==> src/rtl/rv_inst_encoder.sv <==
// rtl/rv_inst_encoder.sv - RV32I field-to-word encoder with address tagging and 2-entry output FIFO
module rv_inst_encoder #(
  parameter int ADDR_W = 32,
  parameter logic [ADDR_W-1:0] BASE_ADDR = '0
) (
  input  logic              clk,
  input  logic              rst,
  input  logic              clr,
  input  logic              in_valid,
  output logic              in_ready,
  input  logic [4:0]        op_code,
  input  logic [3:0]        sub_op_code,
  input  logic [4:0]        rs1,
  input  logic [4:0]        rs2,
  input  logic [4:0]        rd,
  input  logic [31:0]       imm,
  input  logic [4:0]        shift_size,
  output logic              out_valid,
  input  logic              out_ready,
  output logic [31:0]       out_inst,
  output logic [ADDR_W-1:0] out_addr,
  output logic              err_pulse,
  output logic [1:0]        err_code,
  output logic [7:0]        err_cnt
);

  localparam logic [4:0] OP_LOAD   = 5'b00000;
  localparam logic [4:0] OP_OPIMM  = 5'b00100;
  localparam logic [4:0] OP_AUIPC  = 5'b00101;
  localparam logic [4:0] OP_STORE  = 5'b01000;
  localparam logic [4:0] OP_OP     = 5'b01100;
  localparam logic [4:0] OP_LUI    = 5'b01101;
  localparam logic [4:0] OP_BRANCH = 5'b11000;
  localparam logic [4:0] OP_JALR   = 5'b11001;
  localparam logic [4:0] OP_JAL    = 5'b11011;

  logic [31:0]       mem_inst [2];
  logic [ADDR_W-1:0] mem_addr [2];
  logic              wr_ptr, rd_ptr;
  logic [1:0]        count;
  logic [ADDR_W-1:0] addr_cnt;

  logic [2:0]  f3;
  logic [24:0] body;
  logic        bad_op, misaligned, xfer, push, pop;

  assign f3 = sub_op_code[2:0];

  always_comb begin
    body   = '0;
    bad_op = 1'b0;
    case (op_code)
      OP_LUI, OP_AUIPC: body = {imm[31:12], rd};
      OP_OPIMM: begin
        if (f3 == 3'b001 || f3 == 3'b101)
          body = {1'b0, sub_op_code[3], 5'b0, shift_size, rs1, f3, rd};
        else
          body = {imm[11:0], rs1, f3, rd};
      end
      OP_OP:     body = {1'b0, sub_op_code[3], 5'b0, rs2, rs1, f3, rd};
      OP_LOAD:   body = {imm[11:0], rs1, f3, rd};
      OP_STORE:  body = {imm[11:5], rs2, rs1, f3, imm[4:0]};
      OP_BRANCH: body = {imm[12], imm[10:5], rs2, rs1, f3, imm[4:1], imm[11]};
      OP_JAL:    body = {imm[20], imm[10:1], imm[11], imm[19:12], rd};
      OP_JALR:   body = {imm[11:0], rs1, 3'b000, rd};
      default:   bad_op = 1'b1;
    endcase
  end

  // imm[0] never reaches the B/J layouts, so a misaligned word is already the truncated form
  assign misaligned = (op_code == OP_BRANCH || op_code == OP_JAL) && imm[0];

  assign in_ready  = (count != 2'd2) && !clr;
  assign out_valid = (count != 2'd0);
  assign xfer      = in_valid && in_ready;
  assign push      = xfer && !bad_op;
  assign pop       = out_valid && out_ready && !clr;

  // Empty FIFO shows the next address to be assigned, which is BASE_ADDR after reset/clr
  assign out_inst = out_valid ? mem_inst[rd_ptr] : 32'h0;
  assign out_addr = out_valid ? mem_addr[rd_ptr] : addr_cnt;

  always_ff @(posedge clk) begin
    if (push) begin
      mem_inst[wr_ptr] <= {body, op_code, 2'b11};
      mem_addr[wr_ptr] <= addr_cnt;
    end
  end

  always_ff @(posedge clk or posedge rst) begin
    if (rst) begin
      wr_ptr    <= 1'b0;
      rd_ptr    <= 1'b0;
      count     <= 2'd0;
      addr_cnt  <= BASE_ADDR;
      err_pulse <= 1'b0;
      err_code  <= 2'b00;
      err_cnt   <= 8'd0;
    end else if (clr) begin
      wr_ptr    <= 1'b0;
      rd_ptr    <= 1'b0;
      count     <= 2'd0;
      addr_cnt  <= BASE_ADDR;
      err_pulse <= 1'b0;
      err_cnt   <= 8'd0;
    end else begin
      if (push) begin
        wr_ptr   <= ~wr_ptr;
        addr_cnt <= addr_cnt + ADDR_W'(4);
      end
      if (pop)
        rd_ptr <= ~rd_ptr;
      count     <= count + {1'b0, push} - {1'b0, pop};
      err_pulse <= xfer && (bad_op || misaligned);
      if (xfer && bad_op)
        err_code <= 2'b01;
      else if (xfer && misaligned)
        err_code <= 2'b10;
      if (xfer && (bad_op || misaligned) && err_cnt != 8'hFF)
        err_cnt <= err_cnt + 8'd1;
    end
  end

endmodule

==> config.mk <==
export PLATFORM = sky130hd
export DESIGN_NAME = rv_inst_encoder
export DESIGN_NICKNAME = d
export VERILOG_FILES = /design/src/rtl/rv_inst_encoder.sv
export SDC_FILE = /design/constraint.sdc
export NUM_CORES = 1
export LEC_CHECK = 0
export ABC_AREA = 1
export CAP_MARGIN = 25
export CORE_UTILIZATION = 45
export CTS_BUF_LIST = sky130_fd_sc_hd__clkbuf_8
export CTS_CLUSTER_DIAMETER = 200
export DETAILED_ROUTE_END_ITERATION = 10
export PLACE_DENSITY = 0.7
export SYNTH_ARGS = -nofsm -noshare
export SYNTH_HDL_FRONTEND = slang
export SYNTH_SLANG_ARGS = --single-unit
==> constraint.sdc <==
create_clock -name clk -period 5.15 [get_ports clk]
set_input_delay 1.03 -clock clk [delete_from_list [all_inputs] [get_ports clk]]
set_output_delay 1.03 -clock clk [all_outputs]
set_load 0.01 [all_outputs]
# After elaboration in Yosys (flattened, before gate mapping)
# Memory sizes are Yosys's and may differ from the RTL's.
# Cells that the tools add are included.
# classes
n_mux,19
multipliers,0
n_reduce_logical,23
n_lt_le_gt_ge,0
bitwise_logic,3
shifts,0
eq_ne,12
n_div,0
addsub,4
# op_table
cell,count
$pmux W25 S8,1
$mux W32,4
$add A32 B3 Y32 const B,1
$mux W25,1
$mux W8,2
$eq A5 B4 Y1 const B,3
$eq A5 B5 Y1 const B,3
$eq A5 B3 Y1 const B,2
$logic_and A1 B1 Y1,10
$reduce_bool A2 Y1,5
$reduce_or A9 Y1,1
$add A8 B1 Y8 const B,1
$mux W1,8
$ne A8 B8 Y1 const B,1
$mux W2,3
$logic_not A5 Y1,1
$eq A3 B1 Y1 const B,1
$eq A3 B3 Y1 const B,1
$logic_or A1 B1 Y1,3
$not A1 Y1,3
$add A2 B1 Y2,1
$ne A2 B2 Y1 const B,1
$reduce_and A2 Y1,1
$reduce_or A2 Y1,1
2 further kinds,2
# totals
latchBits,0
reg_bits,47
memories,2
input_bits,66
mem_bits_rw,124
word_cells,70
rom_bits,0
output_inout_bits,77
# memory_table
memory,depth,width,rd,rd_ports_with_merged_regs,wr,line_no,text
mem_addr,2,32,1,0,1,38,logic [ADDR_W-1:0] mem_addr [2];
mem_inst,2,30,1,0,1,37,logic [31:0] mem_inst [2];

# Depth between registers and ports, before layout
# Gate-level depths: netlist (run 1).
# logic_depth
ltp_word,8
mapped_depth,12
ltp_nobuf,12

# Worst setup path before layout (run 1)
# No wires, ideal clock.
# synth_path
path_kind,input-to-reg
start,in op_code[0]
end,mem mem_addr[0][10] (enable)
path_slack_ns,0.544
arrival_ns,4.127
n_path_buf,0
cell_stages,7
setup_time_ns,0.479
required_ns,4.671
cell_sequence,nor2_2 nand2_2 nand2_2 inv_2 nand3_2 nand2_4 nor2_1
# synth_via
elab_chain_cells,5
word_cells_on_any_way,13
classes_between,8 x eq/ne; 2 x mux; 3 x reduce/logical
# synth_rtl
item,line_no,text
"start, declared",11,"input logic [4:0] op_code,"
$eq A5 B5 Y1 (tied with other cells),52,case (op_code)
$reduce_or A9 Y1 (no source line) (*),-,
$logic_and A1 B1 Y1 (*),76,assign push = xfer && !bad_op;
$mux W1 (*),84,if (push) begin
$mux W1 (implied by the code) (*),86,mem_addr[wr_ptr] <= addr_cnt;
"end, declared",38,
# Every way passes the cells marked *; elsewhere a longest branch is shown, timed or not.

# Worst setup path after layout (run 1)
# layout_path
start,reg count[1]
end,out out_inst[2]
# layout_via
elab_chain_cells,2
# layout_rtl
item,line_no,text
"start, declared",40,logic [1:0] count;
"start signal, assigned",113,"count <= count + {1'b0, push} - {1'b0, pop};"
$reduce_bool A2 Y1,74,assign out_valid = (count != 2'd0);
$mux W32,80,assign out_inst = out_valid ? mem_inst[rd_ptr] : 32'h0;
"end, declared",20,"output logic [31:0] out_inst,"
# No other way between the ends.

==> results of run 1 <==
-- worst min-delay path by stage --
stage	cells after the start	to	startpoint
2_1_floorplan	0	mem_addr[0][31]	addr_cnt[31]
3_3_place_gp	2	err_code[1]	err_code[1]
3_5_place_dp	1	err_code[0]	err_code[0]
4_1_cts	2	err_code[1]	err_code[1]
5_1_grt	2	err_code[1]	err_code[1]
6_report	2	err_code[1]	err_code[1]
-- report_power, final --
group          internal (mW)  switching [mW]
registers               1.44         0.00801
clock network          0.442           0.503
logic                  0.190           0.222
-- worst max-delay path, cell delays in order (launching register included) --
cell	delay, ps
dfrtp_1	440
nor2_4	560
buf_4	500
buf_4	300
a21oi_1	60
clkdlybuf4s50_1	510
-- area by class of cell --
cell class / count / area (um2)
multi-input cells: 617 / 2910
repair buffers: 148 / 1510
inverters: 65 / 245
clock buffers: 17 / 234
flip-flops and latches: 165 / 4730
fillers: 1531 / 7280
well taps: 225 / 282
clock inverters: 15 / 168
-- flip-flops by register name, indices dropped and copies added (netlist names) --
register and count:
err_cnt 8, wr_ptr 1, addr_cnt 30, mem_addr 60
err_pulse 1, err_code 2, rd_ptr 1, count 2
mem_inst 60
-- cell usage in the layout, fill, tap and decap left out, types with 3 or more instances in the layout --
cell type          n
clkinvlp_4         3
edfxtp_1         120
o21ai_1           14
o21ai_0           35
a22oi_1           21
clkbuf_8          17
nor2_4             6
nand3_1           41
dfrtp_1           44
nand4_1           32
buf_12             4
ha_1               4
inv_2              4
a21oi_1           75
clkdlybuf4s50_1  140
inv_6              4
inv_1             59
nand2_2            4
xor2_1             6
clkinv_2           3
nor2_1            73
buf_4              4
nand2_1          280
xnor2_1            7
nor2_2             3
-- through the flow --
step | setup slack [ps] | instance area [um2] | hold slack [ps] | util (%) | std cells
6_report | 1270 | 10100 | 510 | 58.1 | 1252
5_1_grt | 1080 | 10100 | 530 | 58.1 | 1252
4_1_cts | 1240 | 10100 | 515 | 57.9 | 1251
3_5_place_dp | 1660 | 9660 | 491 | 55.6 | 1219
3_3_place_gp | 1690 | 9660 | 484 | 55.6 | 1219
2_1_floorplan | 544 | 8060 | 464 | - | 885
-- logic make-up after synthesis --
family	share of synthesized area, %
and+or+nand+nor	23.3
xor gates and xnor gates	1.41
other	0.0466
buffers and inverters	5.49
DFF	58.7
AOI/OAI and AO/OA	10.3
adders and majority gates	0.622
-- per-layer routing --
layer | vias up | wire length (um)
met5 | - | 0
met4 | 0 | 299
met3 | 25 | 976
met2 | 196 | 9780
met1 | 3086 | 8900
li1 | 3248 | -
==> results by group, run 1 <==
Yosys
  – FF+latch count, synth: 165
  – Cell variety after synth: 34
  – Synth top cells by count: nand2_1, edfxtp_1, nor2_1
  – EDFF count, synth: 120
  – Sequential area share after synthesis: between 50 and 60%
  – Mean Syn Cell Area: 9.11 um2
  – Yosys synthesis warning count: 0
  – Post-synth top flop: edfxtp_1
  – Mapped Cells: 884
  – Yosys top cell area share: ~45%
  – Async S/R FF share, synth: a little over a quarter
  – Cell Area, Synth: 8050 um2
  – Cells taking the most area after synthesis: edfxtp_1, dfrtp_1, nand2_1
  – Yosys top cell by area: edfxtp_1
  – Count leader, synth: nand2_1

Global routing
  – Met2 usage: 38.5%
  – First-pass GRT wire length: approximately 32 mm
  – Largest net degree at the start of global routing: 61
  – Initial antenna violation count: 0
  – Gr ovfl total: 0
  – GRT Util Overall: roughly 23%
  – GRT met1 Usage: 28.9%
  – Global Route met3 Usage: 3.78%
  – GR peak layer: met2
  – Vias in the first global route: roughly 6200

Placed design
  – Port-buffer cells: 140
  – Dpl hpwl: 13.7 mm
  – Gpl congestion: 0.892

STA
  – Tcrit/Tclk final: 75.3%
  – Max Clock Freq: 258 MHz
  – Worst-Margin Slew: 736 ps
  – Tmin final: 3880 ps
  – Final Slew Violations: 0
  – Skew final: about 9.6 ps
  – Setup TNS: 0 ps
  – RSZ-0062 raised after global routing: false
  – Relative slew slack: 50.6%
  – # setup viols final: 0
  – Hold Vio Cnt, Final: 0

Clocking
  – Post-CTS Hold Buffers: 0
  – Longest Clk Path Bufs: 2
  – Postcts setup bufs: 0
  – Reg clk slew, reported paths: 90 ps
  – CTS tree: yes
  – CTS Root Cell: clkbuf_8
  – CTS Buf Count: 17
  – H-Tree Depth: 4
  – Clock Sinks: 165
  – Clk Latency, worst-skew pair: 470 ps
  – # resized after CTS: 0

Critical path
  – Startpoint types: flop
  – Arr. time, crit path: 2850 ps
  – Critical R2R Capture: count[1]
  – Critical path class: flop to output pin
  – Worst EP required: 4120 ps
  – Crit path from: count[1]
  – End of the critical path: out_inst[2]
  – Depth of the most critical reg-to-reg path: 9
  – Max FO, Critical Path: 36
  – R2R Setup Slk: 2480 ps
  – Worst r2r src: count[1]
  – Crit. End Element: output pin

Worst hold path
  – HP Class: flop to flop

Floorplan
  – Starting Density: 46.4%
  – I/O Pins: 143
  – Die X: 136 um
  – Die area: 18400 um2
  – Core area: 17400 um2
  – Die height: 136 um
  – Row Count: 48

Routing
  – First DRT Iteration DRCs: 539
  – ANT nets after route: 0
  – Via-to-Cell Ratio: 5.24
  – Post-Route WL: 20.0 mm
  – Total number of vias: about 6600
  – DRT Pass-1 Iters: 5
  – # DRC: 0
  – Routed len/inst: 15.9 um

Outcome
  – Status: finished, final reports clean

Layout
  – Area growth syn-to-layout: 25.2%
  – Share of layout cells above drive strength 1: 6.52%
  – Ant. Diodes: 0
  – Final layout net count: 1084

Run
  – Max Cap Viol: 0

Power and ir drop
  – Peak supply drop: 0.155 mV
  – Pwr Total: ~2.8 mW
  – Pwr/cell area: about 280 nW/um2
  – Static leakage: 4.05 nW
Note: power is estimated with default switching activity, not from simulation.
==> run 2, diff against run 1 <==
- PLACE_DENSITY: 0.7 -> 0.73
- clock period: 5.15 -> 3.51 ns (I/O delays scaled with it)
==> run 2 against run 1 <==
  * Design area about the same
  * Largest power group unchanged
  * Critical path depth did not move
  * Core utilization up 0.058 points
  * Critical path type unchanged
  * First-iteration DRC count shrank 8.7%
  * Register-to-register slack lost 1300 ps
  * Clock skew is 7.0 ps higher
  * Sequential power grew 47%
==> results by group, run 2 (synthesis gave the netlist of run 1 again) <==
Placed design
  – Dpl hpwl: 13.7 mm
  – Gpl congestion: ~0.92
  – Port-buffer cells: 140

STA
  – RSZ-0062 raised after global routing: false
  – Tmin final: 3230 ps
  – Setup TNS: 0 ps
  – Final Slew Violations: 0
  – Hold slack: around 530 ps
  – Tcrit/Tclk final: 91.9%
  – Hold Vio Cnt, Final: 0
  – Relative slew slack: 55.1%
  – Skew final: 16.6 ps
  – Max Clock Freq: 310 MHz
  – # setup viols final: 0
  – Worst-Margin Slew: 670 ps

Floorplan
  – Starting Density: about 46%
  – Die area: 18400 um2
  – Die height: 136 um
  – I/O Pins: 143
  – Die X: 136 um
  – Row Count: 48
  – Core area: ~17000 um2

Critical path
  – Max FO, Critical Path: 17
  – Startpoint types: flop
  – Critical path's slowest cell: clkdlybuf4s50_1
  – Delay of the slowest cell on the worst path: 600 ps
  – Critical path class: flop to output pin
  – Crit path from: rd_ptr
  – Arr. time, crit path: between 2000 and 3000 ps
  – Sequence of cells on the critical path: inv_2 > buf_4 > nand2_1 > a22oi_1 > clkdlybuf4s50_1
  – Worst EP required: 2810 ps
  – Worst r2r src: count[1]
  – Crit. End Element: output pin
  – R2R Setup Slk: 1140 ps

Clocking
  – CTS Buf Count: 17
  – CTS tree: yes
  – Postcts setup bufs: 0
  – H-Tree Depth: 4
  – Longest Clk Path Bufs: 2
  – Post-CTS Hold Buffers: 0
  – Clk Latency, worst-skew pair: 470 ps
  – CTS Root Cell: clkbuf_8
  – Reg clk slew, reported paths: 90 ps
  – Clock Sinks: 165
  – # resized after CTS: 0

Layout
  – Most common cell after layout, fill and taps aside: nand2_1
  – Ant. Diodes: 0
  – Area growth syn-to-layout: 25.3%
  – Final layout net count: 1092
  – Share of layout cells above drive strength 1: around 7.2%
  – Most frequent cells in the layout: nand2_1, clkdlybuf4s50_1, edfxtp_1
  – Largest registers: mem_addr (60), mem_inst (60), addr_cnt (30)

Outcome
  – Status: finished, final reports clean

Routing
  – Routed len/inst: between 15 and 20 um
  – Total number of vias: 6599
  – ANT nets after route: 0
  – DRT Pass-1 Iters: 5
  – Post-Route WL: around 20 mm
  – # DRC: 0
  – Via-to-Cell Ratio: 5.24
  – First DRT Iteration DRCs: 492

Power and ir drop
  – Sw Ratio: between 20% and 30%
  – Peak supply drop: 0.223 mV
  – Pwr Total: around 4.0 mW
  – Sequential Power Share: roughly 53%
  – Clock share of power: 32.3%
  – Pwr/cell area: 400 nW/um2
  – P_int: 2.94 mW
  – Net switching power: 1.10 mW
  – Combinational share of power: 15.0%
  – Static leakage: 4.09 nW

Global routing
  – GRT Util Overall: 22.7%
  – Vias in the first global route: 6292
  – Largest net degree at the start of global routing: 46
  – Initial antenna violation count: 0
  – First-pass GRT wire length: 32.2 mm
  – Gr ovfl total: 0

Run
  – Max Cap Viol: 0

Worst hold path
  – Hold path startpoint: err_code[1]
  – HP Class: flop to flop
-- run 2: cell count changes in the layout (fill, tap and decap cells not counted) --
cell	previous run	this run
buf_4	4	14
inv_8	2	4
clkinv_2	3	2
bufinv_16	2	0
clkbuf_8	17	18
clkinvlp_4	3	0
inv_6	4	7
buf_12	4	2
-- run 2: final timing paths --
check	end	depth (start not counted)
min	err_code[1]	2
min reg2reg	err_code[1]	2
max in group asynchronous	addr_cnt[6]	3
max reg2reg	count[1]	10
min in group asynchronous	err_code[0]	2
max	out_addr[30]	5
-- run 2: layer usage --
layer  global-route usage, %  part of all wire [%]
met5                       0                     0
met4                    9.05                   2.4
met3                    3.82                   4.8
met2                    36.3                    48
met1                    30.7                    45
-- run 2: per-stage QoR --
stage / cell area (um2) / utilization (%) / instances / setup WS, ps
after detailed placement: 9690 / 55.8 / 1227 / 536
after global placement: 9690 / 55.8 / 1227 / 614
final: 10100 / 58.1 / 1260 / 285
after CTS: 10100 / 58.0 / 1259 / 250
after floorplan: 8060 / - / 885 / 249
after global routing: 10100 / 58.1 / 1260 / 139
-- run 2: power groups by stage --
stage / Combinational [mW] / Sequential [mW] / Clock (mW)
4_1_cts: 0.609 / 2.13 / 1.33
5_1_grt: 0.661 / 2.13 / 1.40
2_1_floorplan: 0.295 / 2.17 / 0
6_report: 0.604 / 2.13 / 1.30
3_5_place_dp: 0.606 / 2.17 / 0
3_3_place_gp: 0.601 / 2.17 / 0
-- run 2: area by class of cell --
type / count / area [um2]
clock buffer: 18 / 248
fill: 1452 / 7270
tap: 225 / 282
clock inverter: 14 / 129
timing repair buffer: 156 / 1550
sequential: 165 / 4730
multi-input combinational: 617 / 2910
inverter: 65 / 245
-- run 2: critical path: cells and delay by family, from the launching register on --
| family | cells | cell delay [ps] |
|---|---|---|
| simple gates | 1 | 70 |
| compound gates | 1 | 220 |
| buf+inv | 3 | 1200 |
| flops | 1 | 570 |
==> run 3, diff against run 2 <==
- CORE_UTILIZATION: 45 -> 49
- PLACE_DENSITY: 0.73 -> 0.78
- SLEW_MARGIN: unset -> 20
==> run 3 against run 2 <==
  * Sequential power is essentially flat
  * Core utilization increased by 5.1 points
  * Final cell count down 0.95%
  * Clock power grew 7%
  * Critical path type unchanged
  * Critical endpoint is now out_addr[28]
==> results by group, run 3 (synthesis gave the netlist of run 1 again) <==
Clocking
  – Clk Latency, worst-skew pair: 470 ps
  – CTS Buf Count: 17
  – # resized after CTS: 0
  – Postcts setup bufs: 0
  – H-Tree Depth: 4
  – CTS tree: yes
  – Clock Sinks: between 150 and 200
  – Post-CTS Hold Buffers: 0
  – Longest Clk Path Bufs: 2
  – Reg clk slew, reported paths: 90 ps
  – CTS Root Cell: clkbuf_8

Critical path
  – Worst EP required: between 2000 and 3000 ps
  – Critical path class: flop to output pin
  – R2R Setup Slk: approximately 1200 ps
  – Arr. time, crit path: 2500 ps
  – Startpoint types: flop
  – Worst r2r src: count[1]
  – Critical R2R Capture: count[1]
  – Crit. End Element: output pin
  – Depth of the most critical reg-to-reg path: 10
  – Max FO, Critical Path: 54

Floorplan
  – I/O Pins: 143
  – Starting Density: 50.5%
  – Core area: 15900 um2
  – Die X: 130 um
  – Die height: between 100 and 150 um
  – Row Count: 46
  – Die area: 16900 um2

Routing
  – Routed len/inst: around 16 um
  – Highest Signal Layer: met4
  – DRT met1 WL: 8.87 mm
  – Post-Route WL: 20.4 mm
  – Via-to-Cell Ratio: 5.38
  – ANT nets after route: 0
  – Total number of vias: 6717
  – Met3 wire len: approximately 1.1 mm
  – DRT Pass-1 Iters: 6
  – Met2 WL: 10.0 mm
  – # DRC: 0
  – First DRT Iteration DRCs: ~650

STA
  – # setup viols final: 0
  – Relative slew slack: 43.1%
  – Worst-Margin Slew: 852 ps
  – Setup TNS: 0 ps
  – Hold Vio Cnt, Final: 0
  – Max Clock Freq: 312 MHz
  – Tmin final: 3200 ps
  – Skew final: 12.8 ps
  – Final Slew Violations: 0
  – Tcrit/Tclk final: 91.3%
  – Hold slack: 540 ps
  – RSZ-0062 raised after global routing: false

Power and ir drop
  – Pwr/cell area: 409 nW/um2
  – Peak supply drop: 0.208 mV
  – Static leakage: 4.06 nW

Placed design
  – Gpl congestion: ~0.9
  – Placed cell count: 1216
  – Port-buffer cells: 140
  – Dpl hpwl: 14.0 mm

Layout
  – Share of layout cells above drive strength 1: 6.40%
  – Ant. Diodes: 0
  – Most frequent cells in the layout: nand2_1, clkdlybuf4s50_1, edfxtp_1
  – Most common cell after layout, fill and taps aside: nand2_1
  – Final layout net count: about 1100
  – Finished Layout Cells: 1248
  – Area growth syn-to-layout: 25.1%
  – Final Core Density: a little over three fifths
  – Largest registers: mem_addr (60), mem_inst (60), addr_cnt (30)

Global routing
  – First-pass GRT wire length: roughly 33 mm
  – Vias in the first global route: 6521
  – Largest net degree at the start of global routing: 61
  – Initial antenna violation count: 0
  – Gr ovfl total: 0
  – GRT Util Overall: 25.8%

Worst hold path
  – Hold path startpoint: err_code[0]
  – WHS Endpoint: err_code[0]
  – HP Class: flop to flop
  – Worst hold stages: 1

Outcome
  – Status: finished, final reports clean

Run
  – Max Cap Viol: 0
[run 3: power by group]
group | switching (mW) | total [mW] | leakage, nW | internal (mW)
clock network | 0.698 | 1.39 | 0.188 | 0.692
registers | 0.0125 | 2.12 | 1.77 | 2.11
logic | 0.328 | 0.604 | 2.11 | 0.276
total | 1.04 | 4.12 | 4.06 | 3.08
[run 3: worst max-delay path by stage]
| stage | cells after the start | to | slack (ps) | startpoint |
|---|---|---|---|---|
| global route | 5 | out_addr[27] | 130 | count[1] |
| CTS | 5 | out_addr[28] | 320 | count[1] |
| finish | 5 | out_addr[28] | 310 | count[1] |
| floorplan | 7 | mem_addr[0][10] | 250 | op_code[0] |
| global placement | 9 | mem_inst[1][7] | 590 | op_code[0] |
| detailed placement | 9 | mem_inst[1][6] | 540 | op_code[0] |
[run 3: worst max-delay path, cell delays in order, from the launching register on]
cell	delay [ps]
dfrtp_1	440
nor2_4	130
buf_4	520
a21oi_1	120
a22oi_1	220
clkdlybuf4s50_1	600
[run 3: metrics by stage]
stage	cell area [um2]	total power, mW	setup slack [ps]
after global routing	10100	4.27	130
after global placement	9680	2.76	594
after floorplan	8060	2.46	249
final	10100	4.12	306
after detailed placement	9680	2.77	540
after CTS	10100	4.13	320
[run 3: final cells by class]
cell class	instances	area (um2)
Clock buffer	17	234
Clock inverter	15	161
Fill cell	1305	5870
Inverter	65	246
Multi-Input combinational cell	617	2910
Sequential cell	165	4730
Tap cell	216	270
Timing Repair Buffer	153	1520
[run 3: metal layers]
metal,up-vias,track usage [%]
met5,-,0
met4,0,10.3
met3,33,4.63
met2,212,42.9
met1,3212,33.7
li1,3260,-
